--- src/rtl/unary_rate_mul.sv ---
// unary_rate_mul
//   Converts one signed input/weight pair into a unary-rate product bitstream
//   for the PE accumulator.  The input magnitude is rate coded against a
//   low-discrepancy sequence; the weight magnitude sets the stream length.
//
// Ports
//   clk, rst_n        rising-edge clock, asynchronous active-low reset
//   start             launch one multiply (sampled only in IDLE)
//   abort             synchronous abort/clear request, highest priority
//   acc_i             first pair of a dot product, forwarded as acc
//   i_data, w_data    signed input activation / weight (WIDTH bits)
//   busy, done        operation in progress / one-cycle completion pulse
//   en, clr, acc      accumulator enable / clear pulse / load strobe
//   sign_i, sign_w    latched operand signs
//   prod_bit          unary product bit
//
// Build option
//   UNARY_RATE_MUL_LFSR_EN  use a maximal-length Fibonacci LFSR (seed 1) as
//                           the rate sequence instead of the bit-reversed
//                           counter.  Interface and timing are unchanged.

module unary_rate_mul #(
  parameter int WIDTH = 8
) (
  input  logic             clk,
  input  logic             rst_n,
  input  logic             start,
  input  logic             abort,
  input  logic             acc_i,
  input  logic [WIDTH-1:0] i_data,
  input  logic [WIDTH-1:0] w_data,
  output logic             busy,
  output logic             done,
  output logic             en,
  output logic             clr,
  output logic             acc,
  output logic             sign_i,
  output logic             sign_w,
  output logic             prod_bit
);

  localparam int MAG = WIDTH - 1;

  localparam logic [1:0] S_IDLE = 2'd0;
  localparam logic [1:0] S_RUN  = 2'd1;
  localparam logic [1:0] S_DONE = 2'd2;

  localparam logic [MAG-1:0] MAG_ZERO = '0;
  localparam logic [MAG-1:0] MAG_ONE  = MAG'(1);
  localparam logic [MAG-1:0] MAG_MAX  = '1;

  // Magnitude of a two's-complement value, saturated so the most negative
  // code maps to the largest representable magnitude.
  function automatic logic [MAG-1:0] sat_abs(input logic [WIDTH-1:0] x);
    logic [WIDTH-1:0] a;
    a = x[WIDTH-1] ? (~x + WIDTH'(1)) : x;
    sat_abs = a[WIDTH-1] ? MAG_MAX : a[MAG-1:0];
  endfunction

`ifdef UNARY_RATE_MUL_LFSR_EN
  // Feedback tap mask for a maximal-length Fibonacci LFSR of n bits.
  function automatic logic [31:0] lfsr_taps(input int n);
    case (n)
      2:       lfsr_taps = 32'h0000_0003;
      3:       lfsr_taps = 32'h0000_0006;
      4:       lfsr_taps = 32'h0000_000C;
      5:       lfsr_taps = 32'h0000_0014;
      6:       lfsr_taps = 32'h0000_0030;
      7:       lfsr_taps = 32'h0000_0060;
      8:       lfsr_taps = 32'h0000_00B8;
      default: lfsr_taps = 32'h0000_0003 << (n - 2);
    endcase
  endfunction

  localparam logic [31:0]    TAPS_FULL = lfsr_taps(MAG);
  localparam logic [MAG-1:0] TAPS      = TAPS_FULL[MAG-1:0];

  // One Fibonacci shift step; the all-zero state is unreachable from seed 1.
  function automatic logic [MAG-1:0] lfsr_step(input logic [MAG-1:0] l);
    lfsr_step = {l[MAG-2:0], ^(l & TAPS)};
  endfunction

  logic [MAG-1:0] lfsr_r, lfsr_s;
`else
  // Bit reversal of the stream counter gives a low-discrepancy sequence.
  function automatic logic [MAG-1:0] bit_rev(input logic [MAG-1:0] x);
    for (int k = 0; k < MAG; k++) begin
      bit_rev[k] = x[MAG-1-k];
    end
  endfunction
`endif

  logic [1:0]     state_r, state_s;
  logic [MAG-1:0] cnt_r, cnt_s;
  logic [MAG-1:0] mag_i_r, mag_i_s;
  logic [MAG-1:0] mag_w_r, mag_w_s;
  logic           acc_flag_r, acc_flag_s;
  logic [MAG-1:0] rng_s;
  logic           busy_s, done_s, en_s, clr_s, acc_s;
  logic           sign_i_s, sign_w_s, prod_s;

  // Next-state and next-output logic; outputs are the registered version of
  // the values for the cycle that follows the current edge.
  always_comb begin
    state_s    = state_r;
    cnt_s      = cnt_r;
    mag_i_s    = mag_i_r;
    mag_w_s    = mag_w_r;
    acc_flag_s = acc_flag_r;
    sign_i_s   = sign_i;
    sign_w_s   = sign_w;
    busy_s     = 1'b0;
    done_s     = 1'b0;
    en_s       = 1'b0;
    clr_s      = 1'b0;
    acc_s      = 1'b0;
`ifdef UNARY_RATE_MUL_LFSR_EN
    lfsr_s     = lfsr_r;
`endif
    if (abort) begin
      state_s = S_IDLE;
      cnt_s   = MAG_ZERO;
      clr_s   = 1'b1;
`ifdef UNARY_RATE_MUL_LFSR_EN
      lfsr_s  = MAG_ONE;
`endif
    end else begin
      case (state_r)
        S_IDLE: begin
          if (start) begin
            sign_i_s   = i_data[WIDTH-1];
            sign_w_s   = w_data[WIDTH-1];
            mag_i_s    = sat_abs(i_data);
            mag_w_s    = sat_abs(w_data);
            acc_flag_s = acc_i;
            cnt_s      = MAG_ZERO;
            busy_s     = 1'b1;
`ifdef UNARY_RATE_MUL_LFSR_EN
            lfsr_s     = MAG_ONE;
`endif
            if (mag_w_s != MAG_ZERO) begin
              state_s = S_RUN;
              en_s    = 1'b1;
              acc_s   = acc_flag_s;
            end else begin
              // Zero-length stream: report completion without any en pulse.
              state_s = S_DONE;
              done_s  = 1'b1;
            end
          end else begin
            state_s = S_IDLE;
          end
        end
        S_RUN: begin
          busy_s = 1'b1;
          if (cnt_r == (mag_w_r - MAG_ONE)) begin
            state_s = S_DONE;
            done_s  = 1'b1;
          end else begin
            cnt_s = cnt_r + MAG_ONE;
            en_s  = 1'b1;
`ifdef UNARY_RATE_MUL_LFSR_EN
            lfsr_s = lfsr_step(lfsr_r);
`endif
          end
        end
        S_DONE: begin
          state_s = S_IDLE;
        end
        default: begin
          state_s = S_IDLE;
          cnt_s   = MAG_ZERO;
        end
      endcase
    end

`ifdef UNARY_RATE_MUL_LFSR_EN
    rng_s  = lfsr_s;
    prod_s = en_s & (mag_i_s != MAG_ZERO) & (rng_s <= mag_i_s);
`else
    rng_s  = bit_rev(cnt_s);
    prod_s = en_s & (rng_s < mag_i_s);
`endif
  end

  // State and output registers with asynchronous reset.
  always_ff @(posedge clk or negedge rst_n) begin
    if (!rst_n) begin
      state_r    <= S_IDLE;
      cnt_r      <= MAG_ZERO;
      mag_i_r    <= MAG_ZERO;
      mag_w_r    <= MAG_ZERO;
      acc_flag_r <= 1'b0;
      busy       <= 1'b0;
      done       <= 1'b0;
      en         <= 1'b0;
      clr        <= 1'b0;
      acc        <= 1'b0;
      sign_i     <= 1'b0;
      sign_w     <= 1'b0;
      prod_bit   <= 1'b0;
`ifdef UNARY_RATE_MUL_LFSR_EN
      lfsr_r     <= MAG_ONE;
`endif
    end else begin
      state_r    <= state_s;
      cnt_r      <= cnt_s;
      mag_i_r    <= mag_i_s;
      mag_w_r    <= mag_w_s;
      acc_flag_r <= acc_flag_s;
      busy       <= busy_s;
      done       <= done_s;
      en         <= en_s;
      clr        <= clr_s;
      acc        <= acc_s;
      sign_i     <= sign_i_s;
      sign_w     <= sign_w_s;
      prod_bit   <= prod_s;
`ifdef UNARY_RATE_MUL_LFSR_EN
      lfsr_r     <= lfsr_s;
`endif
    end
  end

endmodule

--- config.mk ---
export PLATFORM = sky130hd
export DESIGN_NAME = unary_rate_mul
export DESIGN_NICKNAME = d
export VERILOG_FILES = /design/src/rtl/unary_rate_mul.sv
export SDC_FILE = /design/constraint.sdc
export NUM_CORES = 1
export LEC_CHECK = 0
export ABC_AREA = 1
export BUFFER_PORTS_ARGS = -buffer_cell sky130_fd_sc_hd__buf_2
export CAP_MARGIN = 10
export CELL_PAD_IN_SITES_DETAIL_PLACEMENT = 0
export CELL_PAD_IN_SITES_GLOBAL_PLACEMENT = 1
export CORE_MARGIN = 2
export CORE_UTILIZATION = 44
export CTS_CLUSTER_DIAMETER = 30
export DETAILED_ROUTE_END_ITERATION = 10
export PLACE_DENSITY = 0.93
export SLEW_MARGIN = 20
export SYNTH_ARGS = -nofsm -noshare
export SYNTH_HDL_FRONTEND = slang
export SYNTH_SLANG_ARGS = --single-unit
--- constraint.sdc ---
create_clock -name clk -period 6.2 [get_ports clk]
set_input_delay 0.31 -clock clk [delete_from_list [all_inputs] [get_ports clk]]
set_output_delay 0.31 -clock clk [all_outputs]
set_load 0.005 [all_outputs]
==> reports/metrics.cfg <==
[route]
first_iter_violations = 86
drt-total-wl_um = 4182
vias = 1775
ant_nets = 0
drc = 0
wl_per_cell_um = 11.55
vias_per_cell = 4.903
dr.pass1.iters = 4

[timing]
period_share_pct = 44.78
report.final.slew_viol_count = 0
setup_violations = 0
tns_ps = 0
min_period_ps = 2777
timing.slew.headroom_pct = 53.92
setup_ws_ps = 3423
hold_violations = 0
fmaxAchievable_ghz = 0.3601
grt_setup_unrepaired = false
worst_slew_pin_slew_ps = 691.2
finalClockSkew_ps = 3.998

[logic_synthesis]
netlist_area_um2 = 2023
syn_avg_cell_area_um2 = 7.304
yosysSeqAreaShare_pct = 38.34
yosysUniqueCellTypes = 32
synthCells = 277
synth_fp_nets = 308
synth-seq-cells = 31
ys_warn_count = 0

[pwr]
power_leakage_nw = 1.213
max-vdd-ir-drop_uv = 180.8
p_per_area_nw_per_um2 = 267.0

[placed_design]
dpl.cell_count = 354
dpl_worst_slack_ps = 3463
portBuffers = 28
hpwl_um = 3314
place_congestion = 0.8117

[die]
rows = 24
die_x_um = 71.81
dieArea_um2 = 5157
io_pins = 29
die_y_um = 71.81
start_util_pct = 46.15
coreArea_um2 = 4384

[worst_hold_path]
hold_class = primary input to async pin

[cts]
cts_tree = built
clock_sinks = 31
htreeDepth = 2
ctsResizeCount = 0
clk_path_buf_depth = 2
clockRootBuffer = clkbuf_8
postCtsHoldBufs = 0
cts_buffers = 5
clk_latency_ps = 280
post_cts_buffers = 0
path_clk_slew_ps = 70

[worst_setup_path]
r2r-start = state_r[1]$_DFFE_PN0P_
cp.required_ps = 6410
start_kind = flop
end_kind = flop
r2r-end = prod_bit$_DFF_PN0_
startpoint = state_r[1]$_DFFE_PN0P_
r2r_cells = 15
cp_max_fo = 15
arrival_ps = 2990
crit_type = flop to flop
reg2reg_slack_ps = 3420

[job]
cap_violations = 0

[status]
outcome = completed

[finish]
stdcell_count = 362
drive_above_1_share_pct = 17.10
final_nets = 340
area_delta_synth_final_pct = 14.90
antenna_cells = 0

[global_route]
grt_max_degree = 32
grt_pass1_wl_um = 7562
track_usage_pct = 18.84
antenna_found_initial = 0
grt_pass1_vias = 1756
overflow = 0

==> synthesized netlist by cell type <==
cell type	instances	share of area [%]
nand4_1	1	0.31
xor2_1	6	2.6
o21ai_0	14	3.5
o31ai_1	1	0.37
o211ai_1	1	0.37
nor3_1	5	1.2
a22oi_1	3	1.1
nor2_1	22	4.1
clkbuf_1	2	0.37
inv_1	45	8.3
inv_2	2	0.37
nand3_2	1	0.49
dfrtp_1	31	38
nand3_1	15	3.7
a31oi_1	1	0.31
nand2_2	5	1.5
xnor2_1	3	1.3
o21a_1	4	1.5
ha_1	10	6.2
or2_1	2	0.62
nand2_1	67	12
o221ai_1	1	0.43
or2_2	1	0.31
a21oi_2	1	0.43
clkbuf_8	1	0.68
o21ai_1	2	0.49
nor2_4	1	0.56
nor3_2	1	0.49
or2_0	1	0.31
a21oi_1	18	4.5
o22ai_1	4	1.2
nor2_2	5	1.5
==> logic make-up after synthesis <==
family	synth area share, %
and+or+nand+nor	27.64
AOI/OAI and AO/OA	14.16
buffers and inverters	9.771
DFF	38.34
adders and majority gates	6.184
xor gates and xnor gates	3.896
==> how the worst max path moves through the flow <==
stage / to / slack [ps] / cells after the start
after floorplan: prod_bit$_DFF_PN0_ / 3850 / 18
after global placement: prod_bit$_DFF_PN0_ / 3480 / 15
after detailed placement: prod_bit$_DFF_PN0_ / 3460 / 15
after CTS: prod_bit$_DFF_PN0_ / 3420 / 15
after global routing: prod_bit$_DFF_PN0_ / 3060 / 15
final: prod_bit$_DFF_PN0_ / 3420 / 15
==> through the flow <==
stage               instance area [um^2]  utilization, %  hold WS (ps)  power [mW]
floorplan                           2023               -         14.41      0.3735
global placement                    2207           50.34         378.2      0.4164
detailed placement                  2207           50.34         386.5      0.4192
CTS                                 2325           53.03         76.31      0.6263
global route                        2325           53.03         106.4      0.6667
finish                              2325           53.03         65.02      0.6206
==> worst max-delay path, stage by stage, from the launching register on <==
cell and delay [ps]:
dfrtp_1 380, inv_1 70, nand2_1 70, nor2_1 170
nand2_1 320, inv_1 450, nand2_1 220, inv_1 140
nand2_1 70, o21a_1 120, inv_1 50, ha_1 230
a21oi_1 150, o21a_1 120, nand2_1 60, a21oi_2 90
==> per-layer routing <==
metal  wire length (um)  part of all wire (%)  GRT usage [%]
met5                  0                     0              0
met4                 87                   2.1          8.595
met2               1986                    47          29.84
met1               1994                    48          24.80
met3                113                   2.7          3.938
==> sequential cells by signal, indices dropped and copies added (netlist names), 2 cells and up <==
name / count
mag_w_r: 7
mag_i_r: 7
state_r: 2
cnt_r: 7
==> layout by cell type (no fill, tap or decap), drive strengths merged, types with 3 or more instances in the layout <==
cell type,Yosys,layout
dfrtp,31,31
nand2,72,72
xor2,6,6
ha,10,10
nand3,16,16
nor3,6,6
or2,4,4
a22oi,3,3
a21oi,19,19
o22ai,4,4
xnor2,3,3
o21ai,16,16
clkbuf,3,6
nor2,28,28
inv,47,47
o21a,4,4
buf,0,28
==> area by class of cell <==
class	instances	area [um^2]
clock buffer	6	82.58
clock inverter	2	35.03
fill	450	2059
inverter	47	176.4
multi-input combinational	196	1050
sequential	31	775.7
tap	52	65.06
timing repair buffer	28	140.1
==> power by group <==
part / total (mW) / switching (mW) / leakage [nW] / internal, mW
combinational: 0.164 / 0.101 / 0.767 / 0.0633
sequential: 0.252 / 0.0192 / 0.385 / 0.233
clock: 0.205 / 0.0749 / 0.0612 / 0.130
total: 0.621 / 0.195 / 1.21 / 0.426
Power figures use the tool's default switching activity.
